==> src/rtl/mem_port_arbiter_pkg.sv <==
// Shared types and defaults for the IF/DM memory port arbiter.
package mem_port_arbiter_pkg;

  typedef enum logic [1:0] {
    IDLE = 2'd0,
    BUSY = 2'd1,
    DONE = 2'd2
  } arb_state_t;

  typedef enum logic {
    PORT_IF = 1'b0,
    PORT_DM = 1'b1
  } arb_port_t;

  localparam int unsigned DEF_MAX_DM_BURST = 32'd4;
  localparam int unsigned DEF_TIMEOUT_CYC  = 32'd255;
  localparam int unsigned BURST_W          = 32'd4;

endpackage

==> src/rtl/mem_port_arbiter_if.sv <==
// Bundle of the IF requester, DM requester and memory-side signals of the arbiter.
interface mem_port_arbiter_if #(
  parameter int unsigned ADDR_W = 32'd30
) ();
  logic              IF_Read;
  logic [ADDR_W-1:0] IF_Address;
  logic              IF_Ready;
  logic [31:0]       IF_Data;
  logic              DM_Read;
  logic [3:0]        DM_Write;
  logic [ADDR_W-1:0] DM_Address;
  logic [31:0]       DM_WriteData;
  logic              DM_Ready;
  logic [31:0]       DM_Data;
  logic              Mem_Read;
  logic [3:0]        Mem_Write;
  logic [ADDR_W-1:0] Mem_Address;
  logic [31:0]       Mem_WriteData;
  logic [31:0]       Mem_ReadData;
  logic              Mem_Ack;
  logic              Arb_Error;

  modport slave (
    input  IF_Read, IF_Address, DM_Read, DM_Write, DM_Address, DM_WriteData,
    input  Mem_ReadData, Mem_Ack,
    output IF_Ready, IF_Data, DM_Ready, DM_Data,
    output Mem_Read, Mem_Write, Mem_Address, Mem_WriteData, Arb_Error
  );

  modport master (
    output IF_Read, IF_Address, DM_Read, DM_Write, DM_Address, DM_WriteData,
    output Mem_ReadData, Mem_Ack,
    input  IF_Ready, IF_Data, DM_Ready, DM_Data,
    input  Mem_Read, Mem_Write, Mem_Address, Mem_WriteData, Arb_Error
  );
endinterface

==> src/rtl/mem_port_arbiter_grant.sv <==
// Combinational grant decision: DM has priority until it has won MAX_DM_BURST
// grants in a row while IF was waiting, then IF gets one turn.
module mem_arb_grant
  import mem_port_arbiter_pkg::*;
#(
  parameter int unsigned MAX_DM_BURST = DEF_MAX_DM_BURST
) (
  input  logic               if_req_i,
  input  logic               dm_req_i,
  input  logic [BURST_W-1:0] burst_i,
  output logic               grant_o,
  output arb_port_t          port_o,
  output logic [BURST_W-1:0] burst_o
);

  localparam logic [BURST_W-1:0] MAX_B = BURST_W'(MAX_DM_BURST);

  // Priority and starvation decision.
  always_comb begin
    grant_o = 1'b0;
    port_o  = PORT_IF;
    burst_o = burst_i;
    if (dm_req_i && (!if_req_i || (burst_i < MAX_B))) begin
      grant_o = 1'b1;
      port_o  = PORT_DM;
      burst_o = if_req_i ? (burst_i + 4'd1) : 4'd0;
    end else if (if_req_i) begin
      grant_o = 1'b1;
      port_o  = PORT_IF;
      burst_o = 4'd0;
    end else begin
      burst_o = burst_i;
    end
  end

endmodule

==> src/rtl/mem_port_arbiter.sv <==
// Single-port memory arbiter between instruction fetch and data memory.
// Optional bus timeout with sticky Arb_Error: define MEM_ARB_TIMEOUT_EN.
module mem_port_arbiter
  import mem_port_arbiter_pkg::*;
#(
  parameter int unsigned ADDR_W       = 32'd30,
  parameter int unsigned MAX_DM_BURST = DEF_MAX_DM_BURST
`ifdef MEM_ARB_TIMEOUT_EN
  ,
  parameter int unsigned TIMEOUT_CYC  = DEF_TIMEOUT_CYC
`endif
) (
  input  logic               clock,
  input  logic               reset,
  mem_port_arbiter_if.slave  bus
);

  arb_state_t        state_q, state_d;
  arb_port_t         port_q, port_d;
  logic [BURST_W-1:0] burst_q, burst_d;
  logic [ADDR_W-1:0] addr_q, addr_d;
  logic [31:0]       wdata_q, wdata_d;
  logic              rd_q, rd_d;
  logic [3:0]        wr_q, wr_d;
  logic [31:0]       if_data_q, if_data_d;
  logic [31:0]       dm_data_q, dm_data_d;

  logic               grant_s;
  arb_port_t          grant_port_s;
  logic [BURST_W-1:0] burst_nxt_s;
  logic               dm_req_s;

  assign dm_req_s = bus.DM_Read | (bus.DM_Write != 4'b0000);

  mem_arb_grant #(.MAX_DM_BURST(MAX_DM_BURST)) u_grant (
    .if_req_i (bus.IF_Read),
    .dm_req_i (dm_req_s),
    .burst_i  (burst_q),
    .grant_o  (grant_s),
    .port_o   (grant_port_s),
    .burst_o  (burst_nxt_s)
  );

`ifdef MEM_ARB_TIMEOUT_EN
  localparam logic [7:0] TMO_LAST = 8'(TIMEOUT_CYC - 32'd1);
  logic [7:0] tmo_q, tmo_d;
  logic       err_q, err_d;
`endif

  // Next-state and capture logic.
  always_comb begin
    state_d   = state_q;
    port_d    = port_q;
    burst_d   = burst_q;
    addr_d    = addr_q;
    wdata_d   = wdata_q;
    rd_d      = rd_q;
    wr_d      = wr_q;
    if_data_d = if_data_q;
    dm_data_d = dm_data_q;
`ifdef MEM_ARB_TIMEOUT_EN
    tmo_d     = 8'd0;
    err_d     = err_q;
`endif
    case (state_q)
      IDLE: begin
        if (grant_s) begin
          state_d = BUSY;
          port_d  = grant_port_s;
          burst_d = burst_nxt_s;
          if (grant_port_s == PORT_DM) begin
            addr_d  = bus.DM_Address;
            wdata_d = bus.DM_WriteData;
            wr_d    = bus.DM_Write;
            // A combined read+write request is served as a write.
            rd_d    = bus.DM_Read & (bus.DM_Write == 4'b0000);
          end else begin
            addr_d  = bus.IF_Address;
            wdata_d = 32'h0000_0000;
            wr_d    = 4'b0000;
            rd_d    = 1'b1;
          end
        end else begin
          state_d = IDLE;
        end
      end
      BUSY: begin
`ifdef MEM_ARB_TIMEOUT_EN
        tmo_d = tmo_q + 8'd1;
`endif
        if (bus.Mem_Ack) begin
          state_d = DONE;
          if (port_q == PORT_IF) begin
            if_data_d = bus.Mem_ReadData;
          end else begin
            dm_data_d = bus.Mem_ReadData;
          end
        end
`ifdef MEM_ARB_TIMEOUT_EN
        else if (tmo_q == TMO_LAST) begin
          state_d = DONE;
          err_d   = 1'b1;
          if (port_q == PORT_IF) begin
            if_data_d = 32'h0000_0000;
          end else begin
            dm_data_d = 32'h0000_0000;
          end
        end
`endif
        else begin
          state_d = BUSY;
        end
      end
      DONE: begin
        state_d = IDLE;
      end
      default: begin
        state_d = IDLE;
      end
    endcase
  end

  // State and capture registers.
  always_ff @(posedge clock or negedge reset) begin
    if (!reset) begin
      state_q   <= IDLE;
      port_q    <= PORT_IF;
      burst_q   <= 4'd0;
      addr_q    <= {ADDR_W{1'b0}};
      wdata_q   <= 32'h0000_0000;
      rd_q      <= 1'b0;
      wr_q      <= 4'b0000;
      if_data_q <= 32'h0000_0000;
      dm_data_q <= 32'h0000_0000;
    end else begin
      state_q   <= state_d;
      port_q    <= port_d;
      burst_q   <= burst_d;
      addr_q    <= addr_d;
      wdata_q   <= wdata_d;
      rd_q      <= rd_d;
      wr_q      <= wr_d;
      if_data_q <= if_data_d;
      dm_data_q <= dm_data_d;
    end
  end

`ifdef MEM_ARB_TIMEOUT_EN
  // Timeout counter and sticky error flag.
  always_ff @(posedge clock or negedge reset) begin
    if (!reset) begin
      tmo_q <= 8'd0;
      err_q <= 1'b0;
    end else begin
      tmo_q <= tmo_d;
      err_q <= err_d;
    end
  end
  assign bus.Arb_Error = err_q;
`else
  assign bus.Arb_Error = 1'b0;
`endif

  // Memory strobes come straight from the capture registers, gated to BUSY.
  assign bus.Mem_Read      = (state_q == BUSY) & rd_q;
  assign bus.Mem_Write     = (state_q == BUSY) ? wr_q : 4'b0000;
  assign bus.Mem_Address   = (state_q == BUSY) ? addr_q : {ADDR_W{1'b0}};
  assign bus.Mem_WriteData = (state_q == BUSY) ? wdata_q : 32'h0000_0000;
  assign bus.IF_Ready      = (state_q == DONE) & (port_q == PORT_IF);
  assign bus.DM_Ready      = (state_q == DONE) & (port_q == PORT_DM);
  assign bus.IF_Data       = if_data_q;
  assign bus.DM_Data       = dm_data_q;

endmodule
==> src/flat_wrapper.sv <==
// flat-port wrapper written by rule: the top's interface ports become plain ports
module mem_port_arbiter_flat import mem_port_arbiter_pkg::*;
#(
  parameter int unsigned ADDR_W       = 32'd30,
  parameter int unsigned MAX_DM_BURST = DEF_MAX_DM_BURST

)
  (clock, reset, bus_IF_Read, bus_IF_Address, bus_DM_Read, bus_DM_Write, bus_DM_Address, bus_DM_WriteData, bus_Mem_ReadData, bus_Mem_Ack, bus_IF_Ready, bus_IF_Data, bus_DM_Ready, bus_DM_Data, bus_Mem_Read, bus_Mem_Write, bus_Mem_Address, bus_Mem_WriteData, bus_Arb_Error);
  mem_port_arbiter_if #(.ADDR_W(ADDR_W)) bus_i ();
  input  logic clock;
  input  logic reset;
  input wire logic [$bits(bus_i.IF_Read)-1:0] bus_IF_Read;
  input wire logic [$bits(bus_i.IF_Address)-1:0] bus_IF_Address;
  input wire logic [$bits(bus_i.DM_Read)-1:0] bus_DM_Read;
  input wire logic [$bits(bus_i.DM_Write)-1:0] bus_DM_Write;
  input wire logic [$bits(bus_i.DM_Address)-1:0] bus_DM_Address;
  input wire logic [$bits(bus_i.DM_WriteData)-1:0] bus_DM_WriteData;
  input wire logic [$bits(bus_i.Mem_ReadData)-1:0] bus_Mem_ReadData;
  input wire logic [$bits(bus_i.Mem_Ack)-1:0] bus_Mem_Ack;
  output wire logic [$bits(bus_i.IF_Ready)-1:0] bus_IF_Ready;
  output wire logic [$bits(bus_i.IF_Data)-1:0] bus_IF_Data;
  output wire logic [$bits(bus_i.DM_Ready)-1:0] bus_DM_Ready;
  output wire logic [$bits(bus_i.DM_Data)-1:0] bus_DM_Data;
  output wire logic [$bits(bus_i.Mem_Read)-1:0] bus_Mem_Read;
  output wire logic [$bits(bus_i.Mem_Write)-1:0] bus_Mem_Write;
  output wire logic [$bits(bus_i.Mem_Address)-1:0] bus_Mem_Address;
  output wire logic [$bits(bus_i.Mem_WriteData)-1:0] bus_Mem_WriteData;
  output wire logic [$bits(bus_i.Arb_Error)-1:0] bus_Arb_Error;
  assign bus_i.IF_Read = bus_IF_Read;
  assign bus_i.IF_Address = bus_IF_Address;
  assign bus_i.DM_Read = bus_DM_Read;
  assign bus_i.DM_Write = bus_DM_Write;
  assign bus_i.DM_Address = bus_DM_Address;
  assign bus_i.DM_WriteData = bus_DM_WriteData;
  assign bus_i.Mem_ReadData = bus_Mem_ReadData;
  assign bus_i.Mem_Ack = bus_Mem_Ack;
  assign bus_IF_Ready = bus_i.IF_Ready;
  assign bus_IF_Data = bus_i.IF_Data;
  assign bus_DM_Ready = bus_i.DM_Ready;
  assign bus_DM_Data = bus_i.DM_Data;
  assign bus_Mem_Read = bus_i.Mem_Read;
  assign bus_Mem_Write = bus_i.Mem_Write;
  assign bus_Mem_Address = bus_i.Mem_Address;
  assign bus_Mem_WriteData = bus_i.Mem_WriteData;
  assign bus_Arb_Error = bus_i.Arb_Error;
  mem_port_arbiter #(.ADDR_W(ADDR_W), .MAX_DM_BURST(MAX_DM_BURST)) u_core (.clock(clock), .reset(reset), .bus(bus_i));
endmodule
==> config.mk <==
export PLATFORM = sky130hd
export DESIGN_NAME = mem_port_arbiter_flat
export DESIGN_NICKNAME = d
export VERILOG_FILES = /design/src/rtl/mem_port_arbiter_pkg.sv /design/src/rtl/mem_port_arbiter_if.sv /design/src/rtl/mem_port_arbiter_grant.sv /design/src/rtl/mem_port_arbiter.sv /design/src/flat_wrapper.sv
export SDC_FILE = /design/constraint.sdc
export NUM_CORES = 1
export LEC_CHECK = 0
export CAP_MARGIN = 20
export CORE_MARGIN = 10
export CORE_UTILIZATION = 45
export CTS_CLUSTER_DIAMETER = 120
export CTS_CLUSTER_SIZE = 28
export DETAILED_ROUTE_END_ITERATION = 10
export GPL_TIMING_DRIVEN = 0
export PLACE_DENSITY = 0.95
export SETUP_SLACK_MARGIN = 0.15
export SYNTH_ARGS = -nofsm -noshare
export SYNTH_HDL_FRONTEND = slang
export SYNTH_SLANG_ARGS = --single-unit
==> constraint.sdc <==
create_clock -name clock -period 4.8 [get_ports clock]
set_input_delay 1.44 -clock clock [delete_from_list [all_inputs] [get_ports clock]]
set_output_delay 1.44 -clock clock [all_outputs]
set_load 0.02 [all_outputs]
==> qor.yml, run 1 <==
outcome: "finished, final reports clean"
rsz0062_at_grt: "false"
viasPerCell: 5.16
crit_path_start_kind: "flip-flop"
cts_made_buffers: 17
switchingPower_w: 0.00259
postCtsSetupRepairBufs: 0
die_h_um: 133
grt_antenna_before_repair: 0
worst-setup-path-type: "flip-flop to output pin"
post_drt_wl_per_cell_um: 20.5
hold_viol: 0
grt_usage: 0.216
place_ws_ns: 0.861
synth_mux_area_frac: 0.125
combPwrFrac: 0.503
seqPwrFrac: 0.297
finalCritPeriodShare: 0.882
setup.worst_path.end_class: "output pin"
busiest_layer: "met2"
seq_area_frac_synth: 0.599
relSlewSlack: 0.555
num_vias: 4948
dp_cells: 927
grt_pass1_wl_um: 30300
max_stage_delay_ns: 0.63
cts.sink_count: 138
dr.pass1.iters: 5
report.final.slew_viol_count: 0
n_fill_cell: 821
htreeDepth: 4
start_util: 0.459
ctsResizeCount: 0
finalWorstSetupSlack_ns: 0.566
power.total_w: 0.00692
critPathMaxFanout: 10
grt_max_degree: 72
met3_usage: 0.0891
holdWs_ns: 0.481
fin_crit_ns: 4.23
ir_worst_vdd_uv: 552
ff2ff_setup_slack_ns: 2.62
cp_num_buf_inv: 3
avgSynthCellArea_um2: 11.8
pwr-share-clk: 0.200
hpwl_um: 15200
io_buffer_count: 265
stdcell_count: 958
yosys.area_share.simple: 0.128
utilization: 0.739
grtUsageMet2: 0.386
ant_nets: 0
grt.met1_usage: 0.227
synth_compound_area_frac: 0.121
min_path_type: "flip-flop to flip-flop"
intPower_w: 0.00433
crit_chain: "nor2b_1 > clkbuf_1 > clkbuf_1 > and2_1 > clkdlybuf4s50_1"
syn_area_um2: 5770
synth-seq-cells: 138
synthToLayoutAreaGrowth_pct: 61.0
synth_fp_nets: 623
synthAdderAreaFrac: 0.00217
drc: 0
cts_tree: "yes"
max_freq_mhz: 236
p_sw_frac: 0.374
crit_path_frequent_cell: "clkbuf_1"
insertion_delay_ns: 0.42
cap_violations: 0
grt_pass1_vias: 5487
setup_viol: 0
p_leak_nw: 3.85
synth_warnings: 0
rows: 41
cp_slowest_cell: "clkdlybuf4s50_1"
worst_slew_pin_slew_ns: 0.668
wl_um: 19600
die-area_um2: 17800
clk_pin_slew_ns: 0.05
num_antenna_cells: 0
synth-xor-area-share: 0
arrival_ns: 2.79
drt_iter0_drc: 265
gr-total-overflow: 0
cts.path.max_buffers: 2
synthCells: 489
cts_root_buf: "clkbuf_16"
fin_skew_ns: 0.00894
drive_gt1_frac: 0.128
cp.required_ns: 3.36
synth_top_family_by_area: "simple AND/OR/NAND/NOR gates"
final_net_count: 908
critPathTopFamily: "buffers and inverters"
gp_congestion: 0.768
synthDistinctLibCells: 28
powerDensity_nw_per_um2: 745
coreArea_um2: 12600
hold_buffers: 0
die_x_um: 133
io_pins: 267
-- final timing paths --
check	start	to	cells after the start
min reg2reg	u_core.burst_q[2]$_DFFE_PN0P_	u_core.burst_q[2]$_DFFE_PN0P_	2
min in group asynchronous	reset	u_core.bus.DM_Data[11]$_DFFE_PN0P_	1
max reg2reg	u_core.state_q[1]$_DFF_PN0_	u_core.bus.IF_Data[14]$_DFFE_PN0P_	6
max	u_core.state_q[1]$_DFF_PN0_	bus_Mem_Address[23]	5
max in group asynchronous	reset	u_core.addr_q[15]$_DFFE_PN0P_	2
min	u_core.burst_q[2]$_DFFE_PN0P_	u_core.burst_q[2]$_DFFE_PN0P_	2
-- power by group through the flow --
stage                     Clock, W  Sequential (W)  Combinational [W]
after floorplan                  0         0.00233            0.00152
after global placement           0         0.00201            0.00338
after detailed placement         0         0.00206            0.00349
after CTS                  0.00140         0.00206            0.00351
after global routing       0.00146         0.00212            0.00369
final                      0.00138         0.00206            0.00348
-- Yosys cell counts, drive strengths merged --
cell    count  share of area
conb        1        0.00065
and2       69          0.075
or4         1         0.0013
nand2b      1         0.0011
o21a        1         0.0013
a21oi      60          0.052
clkbuf     27          0.018
o31a        1         0.0015
nor2b       3         0.0033
and3b       1         0.0015
nand4       1         0.0011
nor3b       1         0.0013
nor2       33          0.021
a31oi       1         0.0011
o31ai       1         0.0037
a32o        1         0.0017
buf         9         0.0076
o21ai       2         0.0017
a22o       37          0.056
a21o        1         0.0013
dfrtp     138           0.60
mux2       64           0.12
nand2      34          0.022
ha          1         0.0022
-- metal layers --
metal  routed length, um  up-vias  part of all wire
li1                    -     2244                 -
met1                7290     2450              0.37
met2               10300      226              0.52
met3                1610       28             0.082
met4                 416        0             0.021
met5                   0        -                 0
-- cells by family (layout without fill, tap and decap cells) --
family                   Yosys count  in the layout
AO/OA/AOI/OAI                    105            105
adder cells (fa/ha/maj)            1              1
buffers and inverters             36            333
flip-flops                       138            138
multiplexers                      64             64
other                              1              1
AND/OR/NAND/NOR                  144            144
-- state kept, by name (all words and copies together) (netlist names) --
signal / flops
u_core.burst_q: 4
u_core.rd_q: 1
u_core.state_q: 2
u_core.bus.IF_Data: 32
u_core.port_q: 1
u_core.wdata_q: 32
u_core.addr_q: 30
u_core.wr_q: 4
u_core.bus.DM_Data: 32
-- cells in the final DEF, fill, tap and decap left out, drive strengths merged, types with 2 or more instances in the layout --
cell type | Yosys | layout
clkdlybuf4s50 | 0 | 264
dfrtp | 138 | 138
and2 | 69 | 69
mux2 | 64 | 64
a21oi | 60 | 60
clkbuf | 27 | 46
a22o | 37 | 37
nand2 | 34 | 34
nor2 | 33 | 33
buf | 9 | 11
clkinv | 0 | 5
bufinv | 0 | 4
nor2b | 3 | 3
inv | 0 | 2
o21ai | 2 | 2
-- worst reg2reg max path: cells and delay by family (launching register included) --
kind | cells | cell delay, ns
buffers and inverters | 2 | 0.55
flip-flops | 1 | 0.40
multiplexers | 1 | 0.39
AND/OR/NAND/NOR | 3 | 0.74
-- layout make-up --
type                    instances  area [um2]  share of cell area
repair buffers                266        2680               0.289
multi-input cells             315        2170               0.234
clock inverters                12         170              0.0183
clock buffers                  19         453              0.0488
plain buffers                  36         145              0.0156
well taps                     172         215              0.0232
flip-flops and latches        138        3450               0.372
-- stage by stage --
| stage | setup TNS, ns | instance area [um2] |
|---|---|---|
| after floorplan | 0 | 5770 |
| after global placement | -392.25 | 8640 |
| after detailed placement | 0 | 8670 |
| after CTS | 0 | 9290 |
| after global routing | 0 | 9290 |
| final | 0 | 9290 |
(Power assumes the default switching activity.)
==> run 2, diff against run 1 <==
--- a/config.mk
+++ b/config.mk
@@ -13,6 +13,7 @@
 export DETAILED_ROUTE_END_ITERATION = 10
 export GPL_TIMING_DRIVEN = 0
 export PLACE_DENSITY = 0.95
+export RECOVER_POWER = 50
 export SETUP_SLACK_MARGIN = 0.15
 export SYNTH_ARGS = -nofsm -noshare
 export SYNTH_HDL_FRONTEND = slang
==> run 2 against run 1 <==
The run now ends with capacitance limit, slew limit left. Register-to-register slack worse by 0.02 ns. Non-clock buffer count stayed put. Die area stayed put. Fmax hardly changed. Flip-flop and latch count stayed put. Critical path depth stayed put. Worst hold slack hardly changed. Clock power hardly changed. Routed wire length hardly changed. Sequential power hardly changed. Utilization hardly changed. Clock skew is 0.0022 ns higher.
==> qor.yml, run 2 (synthesized netlist as in run 1, its figures left out) <==
cts.sink_count: 138
wl_um: 19600
fin_area_um2: 9290
gp_congestion: 0.768
ctsResizeCount: 0
r2r-end: "u_core.bus.IF_Data[14]$_DFFE_PN0P_"
cts.path.max_buffers: 2
num_antenna_cells: 0
min_path_type: "flip-flop to flip-flop"
worst-setup-path-type: "flip-flop to output pin"
worst_slew_pin_slew_ns: 3.20
r2r_start: "u_core.state_q[0]$_DFF_PN0_"
setup_viol: 0
htreeDepth: 4
violations: "capacitance limit, slew limit"
ff2ff_setup_slack_ns: 2.60
setup.worst_path.end_class: "output pin"
gr-total-overflow: 0
hpwl_um: 15200
coreArea_um2: 12600
grt_usage: 0.216
io_pins: 267
cp.required_ns: 3.36
rows: 41
final_common_cell: "clkdlybuf4s50_1"
report.final.slew_viol_count: 71
die_h_um: 133
crit_path_frequent_cell: "clkbuf_1"
critPathMaxFanout: 10
arrival_ns: 2.79
die-area_um2: 17800
ant_nets: 0
min_to: "u_core.burst_q[2]$_DFFE_PN0P_"
outcome: "complete, but fails checks"
dpl_cell_area_um2: 8670
relSlewSlack: -1.13
cts_root_buf: "clkbuf_16"
max_freq_mhz: 236
register_area_um2: 3450
fin_crit_ns: 4.23
drt_iter0_drc: 226
final_cell_mix: "clkdlybuf4s50_1, dfrtp_1, and2_1"
fin_skew_ns: 0.0112
rsz0062_at_grt: "false"
crit_chain: "nor2b_1 > clkbuf_1 > clkbuf_1 > and2_1 > clkdlybuf4s50_1"
cap_violations: 1
grt_pass1_vias: 5487
finalCritPeriodShare: 0.882
post_drt_wl_per_cell_um: 20.5
drc: 0
viasPerCell: 5.17
dr.pass1.iters: 5
clk_pin_slew_ns: 0.05
place_ws_ns: 0.861
grt_max_degree: 72
io_buffer_count: 265
insertion_delay_ns: 0.42
multi_input_area_um2: 2170
crit_path_start_kind: "flip-flop"
hold_viol: 0
grt_pass1_wl_um: 30300
drive_gt1_frac: 0.126
cts_made_buffers: 17
p_leak_nw: 3.88
finalSetupTns_ns: 0
start_util: 0.459
hold_buffers: 0
cp_slowest_cell: "clkdlybuf4s50_1"
cts_tree: "yes"
rr_worst_depth: 6
max_stage_delay_ns: 0.63
powerDensity_nw_per_um2: 737
ir_worst_vdd_uv: 536
grt_antenna_before_repair: 0
die_x_um: 133
hold_depth: 2
synthToLayoutAreaGrowth_pct: 61.0
postCtsSetupRepairBufs: 0
num_vias: 4954
n_fill_cell: 821
worstHoldStart: "u_core.burst_q[2]$_DFFE_PN0P_"
final_net_count: 908
finalWorstSetupSlack_ns: 0.565
power.total_w: 0.00684
run 2: worst max-delay path, delay by kind of cell, from the launching register on:
kind / cells / cell delay [ns]
flops: 1 / 0.37
simple gates: 2 / 0.58
buf+inv: 3 / 1.42
run 2: stage by stage:
| stage | hold WS [ns] | cells | util |
|---|---|---|---|
| 2_1_floorplan | 0.441 | 489 | - |
| 3_3_place_gp | 0.456 | 926 | 0.687 |
| 3_5_place_dp | 0.468 | 927 | 0.689 |
| 4_1_cts | 0.483 | 958 | 0.739 |
| 5_1_grt | 0.509 | 958 | 0.739 |
| 6_report | 0.481 | 958 | 0.739 |
run 2: area by class of cell:
cell class | instances | area share
sequential | 138 | 0.372
timing repair buffer | 266 | 0.288
multi-input combinational | 315 | 0.234
clock buffer | 19 | 0.0488
tap | 172 | 0.0232
clock inverter | 12 | 0.0183
buffer | 36 | 0.0156
run 2: worst max-delay path by stage:
stage | start | endpoint | cells past startpoint
global placement | reset | u_core.addr_q[13]$_DFFE_PN0P_ | 1
detailed placement | bus_DM_Write[0] | u_core.wdata_q[23]$_DFFE_PN0P_ | 8
global route | reset | u_core.addr_q[20]$_DFFE_PN0P_ | 1
floorplan | bus_DM_Write[0] | u_core.wdata_q[15]$_DFFE_PN0P_ | 7
finish | u_core.state_q[0]$_DFF_PN0_ | bus_Mem_Address[23] | 5
CTS | u_core.state_q[1]$_DFF_PN0_ | bus_Mem_Address[23] | 5
run 2: metal layers:
layer	share of wire	GRT usage	vias up
met5	0	0	-
met4	0.020	0.0677	0
met3	0.080	0.0891	26
met2	0.53	0.386	220
met1	0.37	0.227	2456
li1	-	-	2252
run 2: report_power, final:
group	total, W	internal, W	switching, W
clock	0.00138	0.000892	0.000492
sequential	0.00205	0.00174	0.000307
combinational	0.00341	0.00163	0.00178
total	0.00684	0.00426	0.00258
